$ cat config.mk
export PLATFORM = sky130hd
export DESIGN_NAME = oper_gen
export DESIGN_NICKNAME = d
export VERILOG_FILES = /design/src/rtl/oper_gen_pkg.sv /design/src/rtl/oper_gen_btn_sync_edge.sv /design/src/rtl/oper_gen.sv
export SDC_FILE = /design/constraint.sdc
export NUM_CORES = 1
export LEC_CHECK = 0
export ABC_AREA = 1
export CORE_MARGIN = 5
export CORE_UTILIZATION = 45
export CTS_BUF_LIST = sky130_fd_sc_hd__clkbuf_16
export DETAILED_ROUTE_END_ITERATION = 10
export GPL_TIMING_DRIVEN = 1
export PLACE_DENSITY_LB_ADDON = 0.3
export SYNTH_ARGS = -nofsm -noshare
export SYNTH_HDL_FRONTEND = slang
export SYNTH_SLANG_ARGS = --single-unit
$ cat constraint.sdc
create_clock -name clk -period 1.77 [get_ports clk]
set_input_delay 0.531 -clock clk [delete_from_list [all_inputs] [get_ports clk]]
set_output_delay 0.531 -clock clk [all_outputs]
set_load 0.01 [all_outputs]
$ cat src/rtl/oper_gen_pkg.sv
// oper_gen shared definitions: mover command codes and bounce FSM states.
// Shared with the position mover and the PicoBlaze port decoder.
package oper_gen_pkg;

  localparam int POS_W = 10;

  localparam logic [1:0] OPER_NOP = 2'b00;
  localparam logic [1:0] OPER_DEC = 2'b01;
  localparam logic [1:0] OPER_INC = 2'b10;

  typedef enum logic [1:0] {
    S_RIGHT   = 2'd0,
    S_LEFT    = 2'd1,
    S_DWELL_R = 2'd2,
    S_DWELL_L = 2'd3
  } state_e;

endpackage

$ cat src/rtl/oper_gen_btn_sync_edge.sv
// Two-flop synchroniser for a raw push-button plus a rising-edge pulse.
// The pulse is decoded from flopped bits only, so it is glitch-free.
module btn_sync_edge (
  input  logic clk,
  input  logic rst_n,
  input  logic btn,
  output logic pulse
);

  logic [2:0] s_q, s_d;

  always_comb s_d = {s_q[1:0], btn};

  always_ff @(posedge clk or negedge rst_n) begin
    if (!rst_n) s_q <= '0;
    else        s_q <= s_d;
  end

  assign pulse = s_q[1] & ~s_q[2];

endmodule

$ cat src/rtl/oper_gen.sv
// oper_gen: INC/DEC/NOP command source for the position mover (auto/manual).
// Define OPER_GEN_DWELL_EN to hold DWELL_TICKS ticks at each end of the bounce.
module oper_gen
  import oper_gen_pkg::*;
#(
  parameter int N           = 4,
  parameter int M           = 15,
  parameter int TICK_DIV    = 5000000,
  parameter int DIV_W       = 23,
  parameter int DWELL_TICKS = 3
) (
  input  logic             clk,
  input  logic             reset,
  input  logic             en,
  input  logic             mode,
  input  logic             btn_right,
  input  logic             btn_left,
  input  logic [POS_W-1:0] pos,
  output logic [1:0]       oper,
  output logic             dir,
  output logic             tick
);

  if (TICK_DIV < 2 || M <= N || DWELL_TICKS < 1) begin : g_bad_cfg
    $error("oper_gen: invalid parameters");
  end

  logic [DIV_W-1:0] cnt_q, cnt_d;
  logic             tick_q, tick_d;
  logic [1:0]       oper_q, oper_d;
  logic             dir_q, dir_d;
  state_e           state_q, state_d;
  logic             r_pulse, l_pulse;
  logic             at_max, at_min;

  btn_sync_edge u_sync_r (
    .clk   (clk),
    .rst_n (reset),
    .btn   (btn_right),
    .pulse (r_pulse)
  );

  btn_sync_edge u_sync_l (
    .clk   (clk),
    .rst_n (reset),
    .btn   (btn_left),
    .pulse (l_pulse)
  );

  assign at_max = pos >= POS_W'(M);
  assign at_min = pos <= POS_W'(N);

`ifdef OPER_GEN_DWELL_EN
  localparam int DW_W = $clog2(DWELL_TICKS + 1);
  logic [DW_W-1:0] dwell_q, dwell_d;

  always_ff @(posedge clk or negedge reset) begin
    if (!reset) dwell_q <= '0;
    else        dwell_q <= dwell_d;
  end
`endif

  always_comb begin
    cnt_d   = '0;
    tick_d  = 1'b0;
    oper_d  = OPER_NOP;
    dir_d   = dir_q;
    state_d = state_q;
`ifdef OPER_GEN_DWELL_EN
    dwell_d = dwell_q;
`endif

    if (en && !mode) begin
      if (cnt_q == DIV_W'(TICK_DIV - 1)) tick_d = 1'b1;
      else cnt_d = cnt_q + DIV_W'(1);
    end

    // a step is never issued back-to-back: pos must settle first
    if (en && oper_q == OPER_NOP) begin
      if (mode) begin
        if (r_pulse && !l_pulse && !at_max) oper_d = OPER_INC;
        else if (l_pulse && !r_pulse && !at_min) oper_d = OPER_DEC;
      end else if (tick_q) begin
        case (state_q)
          S_RIGHT: begin
            if (at_max) begin
`ifdef OPER_GEN_DWELL_EN
              state_d = S_DWELL_R;
              dwell_d = DW_W'(1);
`else
              state_d = S_LEFT;
              dir_d   = 1'b0;
              oper_d  = OPER_DEC;
`endif
            end else begin
              oper_d = OPER_INC;
            end
          end
          S_LEFT: begin
            if (at_min) begin
`ifdef OPER_GEN_DWELL_EN
              state_d = S_DWELL_L;
              dwell_d = DW_W'(1);
`else
              state_d = S_RIGHT;
              dir_d   = 1'b1;
              oper_d  = OPER_INC;
`endif
            end else begin
              oper_d = OPER_DEC;
            end
          end
`ifdef OPER_GEN_DWELL_EN
          S_DWELL_R: begin
            if (dwell_q >= DW_W'(DWELL_TICKS)) begin
              state_d = S_LEFT;
              dir_d   = 1'b0;
              oper_d  = OPER_DEC;
            end else begin
              dwell_d = dwell_q + DW_W'(1);
            end
          end
          S_DWELL_L: begin
            if (dwell_q >= DW_W'(DWELL_TICKS)) begin
              state_d = S_RIGHT;
              dir_d   = 1'b1;
              oper_d  = OPER_INC;
            end else begin
              dwell_d = dwell_q + DW_W'(1);
            end
          end
`endif
          default: begin
            state_d = S_RIGHT;
            dir_d   = 1'b1;
          end
        endcase
      end
    end
  end

  always_ff @(posedge clk or negedge reset) begin
    if (!reset) begin
      cnt_q   <= '0;
      tick_q  <= 1'b0;
      oper_q  <= OPER_NOP;
      dir_q   <= 1'b1;
      state_q <= S_RIGHT;
    end else begin
      cnt_q   <= cnt_d;
      tick_q  <= tick_d;
      oper_q  <= oper_d;
      dir_q   <= dir_d;
      state_q <= state_d;
    end
  end

  assign oper = oper_q;
  assign dir  = dir_q;
  assign tick = tick_q;

endmodule

==> summary.md <==
| Metric | Value |
|---|---|
| DRC Markers | `0` |
| Clock power share | `51.9%` |
| Vias in the first global route | `1,577` |
| Pwr dens | `828 mW/mm^2` |
| Fin. Hold Viols | `0` |
| Combinational share of power | `6.2%` |
| GPL Wtd Cong | `0.908` |
| Largest net degree at the start of global routing | `35` |
| Commonest non-fill, non-tap cell in the layout | `nor2_1` |
| Overall power | `1900 uW` |
| Final antenna-violating net count | `0` |
| Final Max Slew Viols | `0` |
| Worst Setup SP | `tick$_DFF_PN0_` |
| Row count | `22` |
| Initial Util | `47.2%` |
| Hold wc startpoint | `u_sync_r.s_q[0]$_DFF_PN0_` |
| Buf/Inv on CP | `1` |
| Routed len/inst | `12.2 um` |
| Vias per cell | `4.90` |
| Total congestion overflow | `0` |
| First-pass DRT Iterations | `4` |
| Area growth syn-to-layout | `30.0%` |
| Die area | `0.00528 mm^2` |
| Clock Skew | `4.37 ps` |
| Commonest cells after routing, fill and taps aside | `nor2_1 (66), nand2_1 (53), dfrtp_1 (33)` |
| Synthesis Warnings | `0` |
| Crit-path cells | `clkdlybuf4s50_1` |
| Top cell type's share of synthesized area | `46.7%` |
| Leakage | `0.000964 uW` |
| Sequential share of power | `41.9%` |
| First-pass GRT wire length | `6.93 mm` |
| Post-route minimum period | `1730 ps` |
| Max Cap Viol | `0` |
| Hold Crit Class | `flop to flop` |
| Fillers | `356` |
| Post-synth ARST share | `100%` |
| Flops & latches, synth | `34` |
| Clock latency on the worst-skew pair | `280 ps` |
| Highest cell delay on the worst timing path | `550 ps` |
| Yosys top cell by area | `dfrtp_1` |
| Vias post-DR | `1,572` |
| R2R Path Start | `cnt_q[0]$_DFF_PN0_` |
| Gate Count Post-Synth | `235` |
| Die Height | `72.7 um` |
| Avg Cell Area, Syn | `7.52 um^2` |
| H-tree Lvls | `2` |
| Setup_tns | `0 ps` |
| Syn_nets | `252` |
| CP endpoint kind | `output port` |
| Sw frac | `20.3%` |
| Layout net count | `289` |
| Slew margin rel. | `80.8%` |
| Register area share after synthesis | `48.2%` |
| Share of cells above drive strength 1 | `11.4%` |
| # setup viols final | `0` |
| Port Buf Inserts | `19` |
| I/O pin count | `20` |
| NetSw | `386 uW` |
| Worst-Margin Slew | `287 ps` |
| Worst VDD drop | `749 uV` |
| Antenna violations before repair | `0` |
| Synth top area cells | `dfrtp_1 (47%), nor2_1 (14%), nand2_1 (11%)` |
| Worst path top cell family by delay | `buffers and inverters` |
| Ys flop type | `dfrtp_1` |
| Number of synthesized flops with an enable pin | `0` |
| Clk buf depth | `2` |
| Ant. Diodes | `0` |
| Crit-path slowest cell | `clkdlybuf4s50_1` |
| Tot GR Track Use | `17.0%` |
| Detailed Route WL | `3.91 mm` |
| Clock-pin slew on the worst setup and hold paths | `60 ps` |
| Hold Slack | `353 ps` |
| Final Cycle Share | `97.8%` |
| Post-DP HPWL | `2.84 mm` |
| Setup Crit Path Kind | `flop to output port` |
| Yosys cell types | `27` |
| Unrepaired setup endpoints after global routing | `no` |
| DR iter-0 viols | `80` |
| Critical path startpoint category | `flop` |
| Status | `finished clean` |
| CTS Sinks | `34` |
| Internal | `1520 uW` |
| CTS root buffer | `clkbuf_16` |
| Post-Syn Area | `0.00177 mm^2` |
| Die Wd | `72.7 um` |
| Critical Path AT | `1200 ps` |
| CTS buffer count | `5` |
| Maximum clock rate | `0.577 GHz` |
| WP data required | `1240 ps` |
| CTS tree | `yes` |
| Crit-path max FO | `3` |
| Core Region | `0.00374 mm^2` |
[power groups by stage]
| stage | Sequential, uW | Clock (uW) | Combinational, uW |
|---|---|---|---|
| 2_1_floorplan | 809 | 0 | 30.3 |
| 3_3_place_gp | 809 | 0 | 107 |
| 6_report | 796 | 988 | 118 |
| 5_1_grt | 797 | 1040 | 133 |
| 3_5_place_dp | 810 | 0 | 109 |
| 4_1_cts | 796 | 997 | 109 |
[per-stage QoR]
step                area [um^2]  worst slack, ps  std cells  utilization, %
finish                     2300             38.4        321            61.3
global route               2300             4.94        321            61.3
CTS                        2250             40.0        317            60.1
detailed placement         2080            -59.9        309            55.6
global placement           2080             3.32        309            55.6
floorplan                  1770              427        235               -
[logic make-up (layout without fill, tap and decap cells)]
| family | Yosys count | in the layout | share of synthesized area (%) |
|---|---|---|---|
| AND/OR/NAND/NOR | 160 | 160 | 39.2 |
| XOR/XNOR | 8 | 8 | 3.97 |
| AO/OA/AOI/OAI | 8 | 8 | 2.62 |
| buffers and inverters | 24 | 62 | 5.24 |
| flip-flops | 34 | 34 | 48.2 |
| adder cells (fa/ha/maj) | 1 | 1 | 0.708 |
[routing by layer]
| layer | vias up | track usage (%) | share of wire, % |
|---|---|---|---|
| li1 | 814 | - | - |
| met1 | 733 | 21.8 | 46 |
| met2 | 20 | 27.6 | 49 |
| met3 | 5 | 4.55 | 3.4 |
| met4 | 0 | 6.15 | 1.6 |
| met5 | - | 0 | 0 |
[cells in the mapped netlist (2+ instances only)]
library cell and instances:
a21oi_1 4, dfrtp_1 33, inv_1 21, nand2_1 53, nand2_2 3, nand3_1 20, nand3b_1 2, nand4_1 4
nor2_1 67, nor3_1 4, nor3b_1 2, xnor2_1 2, xor2_1 6
[layout make-up]
cell class | count | area, um^2 | area share [%]
multi-input cells | 177 | 825 | 35.9
flip-flops and latches | 34 | 852 | 37.1
clock inverters | 3 | 45.0 | 1.96
well taps | 48 | 60.1 | 2.62
clock buffers | 5 | 125 | 5.45
repair buffers | 30 | 297 | 12.9
inverters | 24 | 92.6 | 4.03
[state kept, by name (all words and copies together) (netlist names)]
| name | count |
|---|---|
| tick | 1 |
| u_sync_r.s_q | 3 |
| cnt_q | 23 |
| u_sync_l.s_q | 3 |
| dir | 1 |
| state_q | 1 |
| oper | 2 |
[what timing repair did]
action,in CTS,in global routing
pin swaps,0,1
setup endpoints to repair,1,5
buffers inserted,0,4
gates resized for setup,1,1
hold buffers,0,0
[final timing paths]
check | to | slack, ps | cells past startpoint
setup / recovery | tick | 40 | 1
hold / removal | u_sync_r.s_q[1]$_DFF_PN0_ | 350 | 0
setup reg to reg | cnt_q[5]$_DFF_PN0_ | 180 | 9
hold reg to reg | u_sync_r.s_q[1]$_DFF_PN0_ | 350 | 0
max in group asynchronous | dir$_DFFE_PN1P_ | 900 | 2
min in group asynchronous | cnt_q[2]$_DFF_PN0_ | 620 | 2
No activity file was read; power rests on OpenSTA's default activity.
